--- src/rtl/gcd_pkg.sv ---
// Shared types and helpers for the gcd_stream engine.
// Optional feature macro: GCD_BINARY_EN (Stein's binary step in gcd_step).
package gcd_pkg;

    typedef enum logic [1:0] {
        IDLE = 2'd0,
        RUN  = 2'd1,
        DONE = 2'd2
    } state_t;

    // Increment an up-to-32-bit counter of width w, sticking at its all-ones value.
    function automatic logic [31:0] sat_inc(input logic [31:0] cnt, input int w);
        logic [31:0] max;
        max = (w >= 32) ? 32'hFFFF_FFFF : ((32'd1 << w) - 32'd1);
        return (cnt >= max) ? max : cnt + 32'd1;
    endfunction

endpackage

--- src/rtl/gcd_step.sv ---
// One combinational GCD iteration: termination test plus one reduction step.
// With GCD_BINARY_EN the reduction is Stein's binary step and a power-of-two
// shift count k is carried; otherwise it is plain subtractive Euclid.
module gcd_step #(
    parameter int WIDTH = 8,
    parameter int KW    = $clog2(WIDTH) + 1
) (
    input  logic [WIDTH-1:0] a,
    input  logic [WIDTH-1:0] b,
`ifdef GCD_BINARY_EN
    input  logic [KW-1:0]    k,
    output logic [KW-1:0]    k_nxt,
`endif
    output logic [WIDTH-1:0] a_nxt,
    output logic [WIDTH-1:0] b_nxt,
    output logic             done,
    output logic [WIDTH-1:0] result
);

    logic [WIDTH-1:0] term;

    // Terminal value: a zero operand yields the other one, equal operands yield either.
    always_comb begin
        done = (a == '0) || (b == '0) || (a == b);
        term = (a == '0) ? b : a;
    end

`ifdef GCD_BINARY_EN
    // Binary reduction: strip common twos into k, strip lone twos, else subtract.
    always_comb begin
        a_nxt  = a;
        b_nxt  = b;
        k_nxt  = k;
        result = term << k;
        if (!a[0] && !b[0]) begin
            a_nxt = a >> 1;
            b_nxt = b >> 1;
            k_nxt = k + 1'b1;
        end else if (!a[0]) begin
            a_nxt = a >> 1;
        end else if (!b[0]) begin
            b_nxt = b >> 1;
        end else if (a > b) begin
            a_nxt = a - b;
        end else begin
            b_nxt = b - a;
        end
    end
`else
    // Subtractive reduction: larger minus smaller, never underflows.
    always_comb begin
        result = term;
        a_nxt  = (a > b) ? a - b : a;
        b_nxt  = (b > a) ? b - a : b;
    end
`endif

endmodule

--- src/rtl/gcd_stream.sv ---
// Handshaked GCD engine: accepts an operand pair, iterates one step per clock,
// returns gcd and a saturating count of RUN cycles.
// Optional feature macro: GCD_BINARY_EN (binary algorithm, adds shift count k).
module gcd_stream
    import gcd_pkg::*;
#(
    parameter int WIDTH = 8,
    parameter int CNT_W = 8   // counter helper works on up to 32 bits
) (
    input  logic             clk,
    input  logic             rst,
    input  logic             in_valid,
    output logic             in_ready,
    input  logic [WIDTH-1:0] in_a,
    input  logic [WIDTH-1:0] in_b,
    output logic             out_valid,
    input  logic             out_ready,
    output logic [WIDTH-1:0] out_gcd,
    output logic [CNT_W-1:0] out_cycles
);

    localparam int KW = $clog2(WIDTH) + 1;

    state_t           state;
    logic [WIDTH-1:0] a_q, b_q;
    logic [WIDTH-1:0] a_nxt, b_nxt, result;
    logic             done;
    logic [CNT_W-1:0] cnt_q, cnt_nxt;
`ifdef GCD_BINARY_EN
    logic [KW-1:0]    k_q, k_nxt;
`endif

    gcd_step #(.WIDTH(WIDTH), .KW(KW)) u_step (
        .a      (a_q),
        .b      (b_q),
`ifdef GCD_BINARY_EN
        .k      (k_q),
        .k_nxt  (k_nxt),
`endif
        .a_nxt  (a_nxt),
        .b_nxt  (b_nxt),
        .done   (done),
        .result (result)
    );

    // Count includes the current RUN cycle, so the terminating cycle is counted.
    always_comb begin
        cnt_nxt = CNT_W'(sat_inc(32'(cnt_q), CNT_W));
    end

    // Control FSM with registered handshake and result outputs.
    always_ff @(posedge clk) begin
        if (rst) begin
            state      <= IDLE;
            in_ready   <= 1'b1;
            out_valid  <= 1'b0;
            out_gcd    <= '0;
            out_cycles <= '0;
            a_q        <= '0;
            b_q        <= '0;
            cnt_q      <= '0;
`ifdef GCD_BINARY_EN
            k_q        <= '0;
`endif
        end else begin
            case (state)
                IDLE: begin
                    if (in_valid && in_ready) begin
                        a_q      <= in_a;
                        b_q      <= in_b;
                        cnt_q    <= '0;
`ifdef GCD_BINARY_EN
                        k_q      <= '0;
`endif
                        in_ready <= 1'b0;
                        state    <= RUN;
                    end
                end
                RUN: begin
                    cnt_q <= cnt_nxt;
                    if (done) begin
                        out_gcd    <= result;
                        out_cycles <= cnt_nxt;
                        out_valid  <= 1'b1;
                        state      <= DONE;
                    end else begin
                        a_q <= a_nxt;
                        b_q <= b_nxt;
`ifdef GCD_BINARY_EN
                        k_q <= k_nxt;
`endif
                    end
                end
                DONE: begin
                    // in_ready comes back only after the output handshake edge.
                    if (out_ready) begin
                        out_valid <= 1'b0;
                        in_ready  <= 1'b1;
                        state     <= IDLE;
                    end
                end
                default: begin
                    state     <= IDLE;
                    in_ready  <= 1'b1;
                    out_valid <= 1'b0;
                end
            endcase
        end
    end

endmodule

--- config.mk ---
export PLATFORM = sky130hd
export DESIGN_NAME = gcd_stream
export DESIGN_NICKNAME = d
export VERILOG_FILES = /design/src/rtl/gcd_pkg.sv /design/src/rtl/gcd_step.sv /design/src/rtl/gcd_stream.sv
export SDC_FILE = /design/constraint.sdc
export NUM_CORES = 1
export LEC_CHECK = 0
export BUFFER_PORTS_ARGS = -buffer_cell sky130_fd_sc_hd__buf_2
export CORE_ASPECT_RATIO = 1.4
export CORE_MARGIN = 1.5
export CORE_UTILIZATION = 60
export CTS_BUF_LIST = sky130_fd_sc_hd__clkbuf_8
export DETAILED_ROUTE_END_ITERATION = 10
export PLACE_DENSITY_LB_ADDON = 0.25
export SLEW_MARGIN = 5
export SYNTH_ARGS = -nofsm -noshare
export SYNTH_HDL_FRONTEND = slang
export SYNTH_SLANG_ARGS = --single-unit
--- constraint.sdc ---
create_clock -name clk -period 3 [get_ports clk]
set_clock_uncertainty 0.1 [all_clocks]
set_input_delay 0.6 -clock clk [delete_from_list [all_inputs] [get_ports clk]]
set_output_delay 0.6 -clock clk [all_outputs]
set_load 0.01 [all_outputs]
==> insert_results.sql, run 1 <==
INSERT INTO impl_metrics (metric_group, metric, value, unit) VALUES
('synthesis', 'synthSimpleGateAreaFrac', '0.217', ''),
('synthesis', 'main_combinational_cell_family_by_area_after_synthesis', 'compound AO/OA/AOI/OAI gates', ''),
('synthesis', 'synth.area.mux_share', '0.00386', ''),
('layout', 'layout.cells.most_common_list', '44 x sky130_fd_sc_hd__nor2_1, 44 x sky130_fd_sc_hd__dfxtp_1, 37 x sky130_fd_sc_hd__a21oi_1, 37 x sky130_fd_sc_hd__buf_2, 24 x sky130_fd_sc_hd__nand2_1', ''),
('synthesis', 'synth_adder_area_share', '0.0867', ''),
('synthesis', 'synthArstFlopShare', '0', ''),
('drt', 'tritonroute_pass_1_iters', '6', ''),
('critical_path', 'path_depth', '7', ''),
('synthesis', 'synthesis.area', '2910', 'um2'),
('grt', 'track_usage', '0.314', ''),
('critical_path', 'cp_data_arrival_time', '2.89', 'ns'),
('grt', 'grt_pass1_vias', '2713', ''),
('critical_path', 'worstSetupEndpointType', 'register', ''),
('critical_path', 'timing.reg2reg.worst_path_depth', '7', ''),
('grt', 'antenna_violations_before_repair', '0', ''),
('critical_path', 'critPathTopFamily', 'simple AND/OR/NAND/NOR gates', ''),
('timing', 'final_min_period_over_clock_period', '0.922', ''),
('synthesis', 'syn-mean-instance-area', '7.79', 'um2'),
('synthesis', 'syn-num-nets', '413', ''),
('grt', 'pin_count_of_the_biggest_net_entering_global_routing', '45', ''),
('run', 'maxCapViolCount', '0', ''),
('clocking', 'clkLatencyLatePin', '0.31', 'ns'),
('placement', 'place.detailed.hpwl', '5680', 'um'),
('drt', 'overall_routed_net_length', '7650', 'um'),
('critical_path', 'worstPathCellList', 'inv_1 > ha_1 > nand4_1 > or2_1 > a31o_2 > and3_1 > a211oi_1', ''),
('clocking', 'cts_post_setup_buffers_inserted', '0', ''),
('status', 'outcome', 'finished clean', ''),
('clocking', 'clock_sinks', '44', ''),
('timing', 'timing_worst_slew_pin_value', '0.871', 'ns'),
('die', 'placement_rows', '29', ''),
('synthesis', 'ys_seq_area_frac', '0.302', ''),
('die', 'top_level_ports', '38', ''),
('drt', 'dr_total_vias', '2898', ''),
('critical_path', 'worst_ep_required_time', '3.12', 'ns'),
('die', 'die_h', '85.5', 'um'),
('layout', 'area_growth', '9.27', '%'),
('hold_path', 'worst_hold_path.num_cells', '2', ''),
('clocking', 'hold_buffers', '0', ''),
('clocking', 'root_buffer', 'sky130_fd_sc_hd__clkbuf_8', ''),
('drt', 'via_per_inst', '6.34', ''),
('power_and_ir_drop', 'cellPowerDensity', '1100', 'nW/um2'),
('clocking', 'numCtsBuffers', '5', ''),
('synthesis', 'synth_compound_area_frac', '0.307', ''),
('clocking', 'clock_tree_from_tritoncts', 'done', ''),
('drt', 'postRouteAntennaNets', '0', ''),
('placement', 'io_buffer_count', '37', ''),
('die', 'die_width', '61.9', 'um'),
('clocking', 'post_cts_resized', '0', ''),
('synthesis', 'synth_flop_cell', 'sky130_fd_sc_hd__dfxtp_1', ''),
('clocking', 'cts.clk_slew.worst_paths', '0.09', 'ns'),
('grt', 'grt_first_pass_wirelength', '12500', 'um'),
('layout', 'layout.nets', '434', ''),
('drt', 'detail_route.wl_per_cell', '16.7', 'um'),
('synthesis', 'postSynthCellCount', '374', ''),
('power_and_ir_drop', 'p_leak', '1.23', 'nW'),
('power_and_ir_drop', 'max-vdd-ir-drop', '470', 'uV'),
('timing', 'min_period', '2.77', 'ns'),
('layout', 'final_core_utilization', '0.691', ''),
('critical_path', 'worst_setup_path_start_kind', 'register', ''),
('critical_path', 'crit_slowest_cell', 'sky130_fd_sc_hd__ha_1', ''),
('layout', 'final_layout_size_suffix_gt1_frac', '0.170', ''),
('synthesis', 'synth_seq_cells', '44', ''),
('timing', 'finalHoldViolCount', '0', ''),
('critical_path', 'worst-path-buf-inv', '1', ''),
('timing', 'slew_viols_final', '0', ''),
('placement', 'gp_congestion', '0.951', ''),
('timing', 'timing.fmax', '0.361', 'GHz'),
('die', 'design.core.area', '4610', 'um2'),
('synthesis', 'synth_enable_flop_cells', '0', ''),
('timing', 'timing.max_slew.rel_slack', '0.420', ''),
('grt', 'globalRouteOverflowTotal', '0', '');
==> cell usage after synthesis (2+ instances only) <==
cell / instances / share of area
sky130_fd_sc_hd__dfxtp_1: 44 / 0.30
sky130_fd_sc_hd__nor2_1: 44 / 0.057
sky130_fd_sc_hd__a21oi_1: 37 / 0.064
sky130_fd_sc_hd__nand2_1: 24 / 0.031
sky130_fd_sc_hd__a211oi_1: 22 / 0.057
sky130_fd_sc_hd__clkbuf_1: 21 / 0.027
sky130_fd_sc_hd__inv_1: 20 / 0.026
sky130_fd_sc_hd__o21ai_0: 19 / 0.033
sky130_fd_sc_hd__a31oi_1: 18 / 0.039
sky130_fd_sc_hd__ha_1: 17 / 0.073
sky130_fd_sc_hd__nand2b_1: 9 / 0.019
sky130_fd_sc_hd__a311oi_1: 8 / 0.024
sky130_fd_sc_hd__buf_2: 7 / 0.012
sky130_fd_sc_hd__nand3_1: 6 / 0.010
sky130_fd_sc_hd__nor3_1: 6 / 0.010
sky130_fd_sc_hd__a211oi_2: 5 / 0.021
sky130_fd_sc_hd__a22oi_1: 5 / 0.013
sky130_fd_sc_hd__nand4_1: 5 / 0.011
sky130_fd_sc_hd__nor4_1: 5 / 0.011
sky130_fd_sc_hd__nand3b_1: 4 / 0.010
sky130_fd_sc_hd__o21bai_1: 4 / 0.010
sky130_fd_sc_hd__or4_1: 4 / 0.010
sky130_fd_sc_hd__a21o_1: 3 / 0.0077
sky130_fd_sc_hd__a311oi_2: 3 / 0.015
sky130_fd_sc_hd__a221oi_1: 2 / 0.0060
sky130_fd_sc_hd__and3_1: 2 / 0.0043
sky130_fd_sc_hd__and3b_1: 2 / 0.0060
sky130_fd_sc_hd__buf_6: 2 / 0.0077
sky130_fd_sc_hd__fa_1: 2 / 0.014
sky130_fd_sc_hd__nor3b_1: 2 / 0.0052
sky130_fd_sc_hd__o221ai_1: 2 / 0.0060
sky130_fd_sc_hd__o311ai_0: 2 / 0.0060
sky130_fd_sc_hd__or3_1: 2 / 0.0043
sky130_fd_sc_hd__xnor2_1: 2 / 0.0060
==> sequential cells by signal (all words and copies together), names as in the netlist <==
signal / flops
out_valid: 1
state: 2
out_gcd: 8
b_q: 8
a_q: 8
in_ready: 1
cnt_q: 8
out_cycles: 8
==> report_power, final <==
part           switching [mW]  internal [mW]
Clock                   0.213          0.158
Sequential              0.179          0.766
Combinational            1.34          0.837
Total                    1.73           1.76
==> cell families (layout without fill, tap and decap cells) <==
logic type / Yosys count / in the layout
xor+xnor: 3 / 3
mux: 1 / 1
flops: 44 / 44
simple gates: 124 / 124
buf+inv: 51 / 72
compound gates: 132 / 132
fa+ha+maj: 19 / 19
==> layer usage <==
metal | up-vias | track usage | wire, um
li1 | 1418 | - | -
met3 | 25 | 0.0716 | 415
met1 | 1357 | 0.341 | 2920
met2 | 98 | 0.544 | 4020
met5 | - | 0 | 0
met4 | 0 | 0.159 | 296
==> tightest hold or removal path: cells and delay by family, from the launching register on <==
family           cells  cell delay, ns
flip-flops           1            0.33
AND/OR/NAND/NOR      1            0.05
AO/OA/AOI/OAI        1            0.05
==> stage by stage <==
stage / worst slack (ns) / instances / cell area (um2)
floorplan: 0.695 / 374 / 2910
global placement: 0.367 / 450 / 3100
detailed placement: 0.313 / 450 / 3100
CTS: 0.285 / 457 / 3180
global route: 0.0395 / 457 / 3180
finish: 0.233 / 457 / 3180
==> worst paths after layout <==
kind                                 from         to  slack, ns
worst min-delay path            out_valid  out_valid       0.37
worst max register to register     a_q[4]     b_q[7]       0.23
worst min register to register  out_valid  out_valid       0.37
worst max-delay path               a_q[4]     b_q[7]       0.23
==> area by class of cell <==
class	instances	area, um2
flip-flops and latches	44	881
fillers	423	1420
clock buffers	5	68.8
well taps	62	77.6
repair buffers	45	245
clock inverters	2	12.5
inverters	20	75.1
multi-input cells	279	1820
(Power assumes the default switching activity.)
==> run 2: changes to the inputs <==
--- a/config.mk
+++ b/config.mk
@@ -11,6 +11,7 @@
 export CORE_UTILIZATION = 60
 export CTS_BUF_LIST = sky130_fd_sc_hd__clkbuf_8
 export DETAILED_ROUTE_END_ITERATION = 10
+export MAX_ROUTING_LAYER = met4
 export PLACE_DENSITY_LB_ADDON = 0.25
 export SLEW_MARGIN = 5
 export SYNTH_ARGS = -nofsm -noshare
==> run 2 against run 1 <==
Against the previous run: sequential power about the same; worst hold slack barely moved; clock power is essentially flat.
==> insert_results.sql, run 2 (synthesized netlist as in run 1, its figures left out) <==
INSERT INTO impl_metrics (metric_group, metric, value, unit) VALUES
('status', 'outcome', 'finished clean', ''),
('timing', 'slew_viols_final', '0', ''),
('grt', 'grt_first_pass_wirelength', '12400', 'um'),
('power_and_ir_drop', 'max-vdd-ir-drop', '469', 'uV'),
('power_and_ir_drop', 'p_leak', '1.23', 'nW'),
('layout', 'layout.nets', '434', ''),
('layout', 'final_layout_size_suffix_gt1_frac', '0.170', ''),
('placement', 'placed_cells_incl_taps', '450', ''),
('layout', 'final-instance-count-excl-fill', '457', ''),
('die', 'die_h', '85.5', 'um'),
('die', 'placement_rows', '29', ''),
('placement', 'postPlaceCellArea', '3100', 'um2'),
('grt', 'track_usage', '0.322', ''),
('die', 'top_level_ports', '38', ''),
('critical_path', 'crit_path_end', 'b_q[3]', ''),
('drt', 'detail_route.wl_per_cell', '16.7', 'um'),
('grt', 'antenna_violations_before_repair', '0', ''),
('layout', 'area_growth', '9.27', '%'),
('timing', 'fin_tns_setup', '0', 'ns'),
('timing', 'finalHoldViolCount', '0', ''),
('clocking', 'hold_buffers', '0', ''),
('clocking', 'root_buffer', 'sky130_fd_sc_hd__clkbuf_8', ''),
('critical_path', 'worst_setup_path_start_kind', 'register', ''),
('timing', 'min_period', '2.76', 'ns'),
('critical_path', 'path_depth', '7', ''),
('critical_path', 'timing.reg2reg.worst_path_depth', '7', ''),
('timing', 'rsz0062_at_grt', 'no', ''),
('critical_path', 'crit_slowest_cell', 'sky130_fd_sc_hd__ha_1', ''),
('hold_path', 'timing.hold.worst.start', 'out_valid', ''),
('critical_path', 'reg2reg_to', 'b_q[3]', ''),
('drt', 'dr_total_vias', '2872', ''),
('placement', 'place.detailed.hpwl', '5680', 'um'),
('timing', 'timing.fmax', '0.363', 'GHz'),
('placement', 'gp_congestion', '0.968', ''),
('die', 'design.core.area', '4610', 'um2'),
('clocking', 'clock_tree_from_tritoncts', 'done', ''),
('timing', 'timing.final.ws_setup', '0.243', 'ns'),
('critical_path', 'cp_data_arrival_time', '2.88', 'ns'),
('grt', 'grt_pass1_vias', '2719', ''),
('timing', 'timing.max_slew.rel_slack', '0.439', ''),
('clocking', 'clock_sinks', '44', ''),
('drt', 'number_of_remaining_drc_errors', '0', ''),
('hold_path', 'holdCritPathClass', 'register to register', ''),
('grt', 'globalRouteOverflowTotal', '0', ''),
('timing', 'setup_viol', '0', ''),
('critical_path', 'worstPathCellList', 'inv_1 > ha_1 > nand4_1 > or2_1 > a31o_2 > and3_1 > a311oi_1', ''),
('clocking', 'cts_post_setup_buffers_inserted', '0', ''),
('layout', 'design_area', '3180', 'um2'),
('critical_path', 'worstReg2RegStart', 'a_q[4]', ''),
('timing', 'final_min_period_over_clock_period', '0.919', ''),
('die', 'die_width', '61.9', 'um'),
('drt', 'postRouteAntennaNets', '0', ''),
('critical_path', 'timing_worst_setup_path_type', 'register to register', ''),
('critical_path', 'crit_fanout', '20', ''),
('grt', 'pin_count_of_the_biggest_net_entering_global_routing', '45', ''),
('critical_path', 'worst-path-buf-inv', '1', ''),
('critical_path', 'critPathTopFamily', 'simple AND/OR/NAND/NOR gates', ''),
('placement', 'io_buffer_count', '37', ''),
('power_and_ir_drop', 'cellPowerDensity', '1100', 'nW/um2'),
('critical_path', 'worst-r2r-setup-slack', '0.24', 'ns'),
('drt', 'overall_routed_net_length', '7650', 'um'),
('placement', 'preCtsSetupSlack', '0.313', 'ns'),
('die', 'die_area', '5290', 'um2'),
('drt', 'detailedRoute.firstIterationViolations', '145', ''),
('clocking', 'clk_path_buf_depth', '2', ''),
('drt', 'tritonroute_pass_1_iters', '5', ''),
('layout', 'diodes', '0', ''),
('critical_path', 'cp_slowest_stage_delay', '0.53', 'ns'),
('run', 'maxCapViolCount', '0', ''),
('clocking', 'cts.clk_slew.worst_paths', '0.09', 'ns'),
('critical_path', 'critPathLaunch', 'a_q[4]', ''),
('critical_path', 'worst_ep_required_time', '3.12', 'ns'),
('timing', 'timing_worst_slew_pin_value', '0.842', 'ns'),
('layout', 'layout.cells.most_common_list', '44 x sky130_fd_sc_hd__nor2_1, 44 x sky130_fd_sc_hd__dfxtp_1, 37 x sky130_fd_sc_hd__a21oi_1, 37 x sky130_fd_sc_hd__buf_2, 24 x sky130_fd_sc_hd__nand2_1', ''),
('clocking', 'clkLatencyLatePin', '0.31', 'ns'),
('critical_path', 'worstSetupEndpointType', 'register', ''),
('clocking', 'numCtsBuffers', '5', ''),
('drt', 'via_per_inst', '6.28', ''),
('clocking', 'cts-htree-levels', '2', ''),
('clocking', 'post_cts_resized', '0', ''),
('die', 'start_util', '0.632', '');
[run 2: cell counts in the layout (fill, tap and decap cells not counted)]
Identical to the previous run, type by type.
[run 2: through the flow]
step	total power [mW]	hold slack, ns	util
CTS	3.46	0.377	0.691
floorplan	2.55	0.393	-
global route	3.78	0.400	0.691
global placement	3.03	0.356	0.673
finish	3.49	0.374	0.691
detailed placement	3.08	0.364	0.673
[run 2: report_power, final]
part           switching [mW]  leakage, nW  internal [mW]
sequential              0.180        0.360          0.766
combinational            1.34        0.829          0.837
clock                   0.216       0.0400          0.158
total                    1.73         1.23           1.76
[run 2: worst min-delay path by stage]
stage | cells past startpoint | to
2_1_floorplan | 2 | out_valid
3_3_place_gp | 2 | out_valid
3_5_place_dp | 2 | out_valid
4_1_cts | 2 | out_valid
5_1_grt | 2 | out_cycles[7]
6_report | 2 | out_valid
[run 2: layout make-up]
class,count,area (um2)
tap,62,77.6
multi-input combinational,279,1820
timing repair buffer,45,245
inverter,20,75.1
clock buffer,5,68.8
sequential,44,881
clock inverter,2,12.5
fill,423,1420
[run 2: metal layers]
metal	wire length [um]	share of wire	global-route usage	vias up
met3	347	0.045	0.0701	29
met4	312	0.041	0.159	0
met1	2960	0.39	0.341	1363
li1	-	-	-	1413
met2	4020	0.53	0.542	67
met5	0	0	-	-
[run 2: worst register-to-register path: cells and delay by family (launching register included)]
family          cells  cell delay, ns
fa+ha+maj           1            0.53
compound gates      2            0.63
simple gates        3            0.90
buf+inv             1            0.09
flops               1            0.42
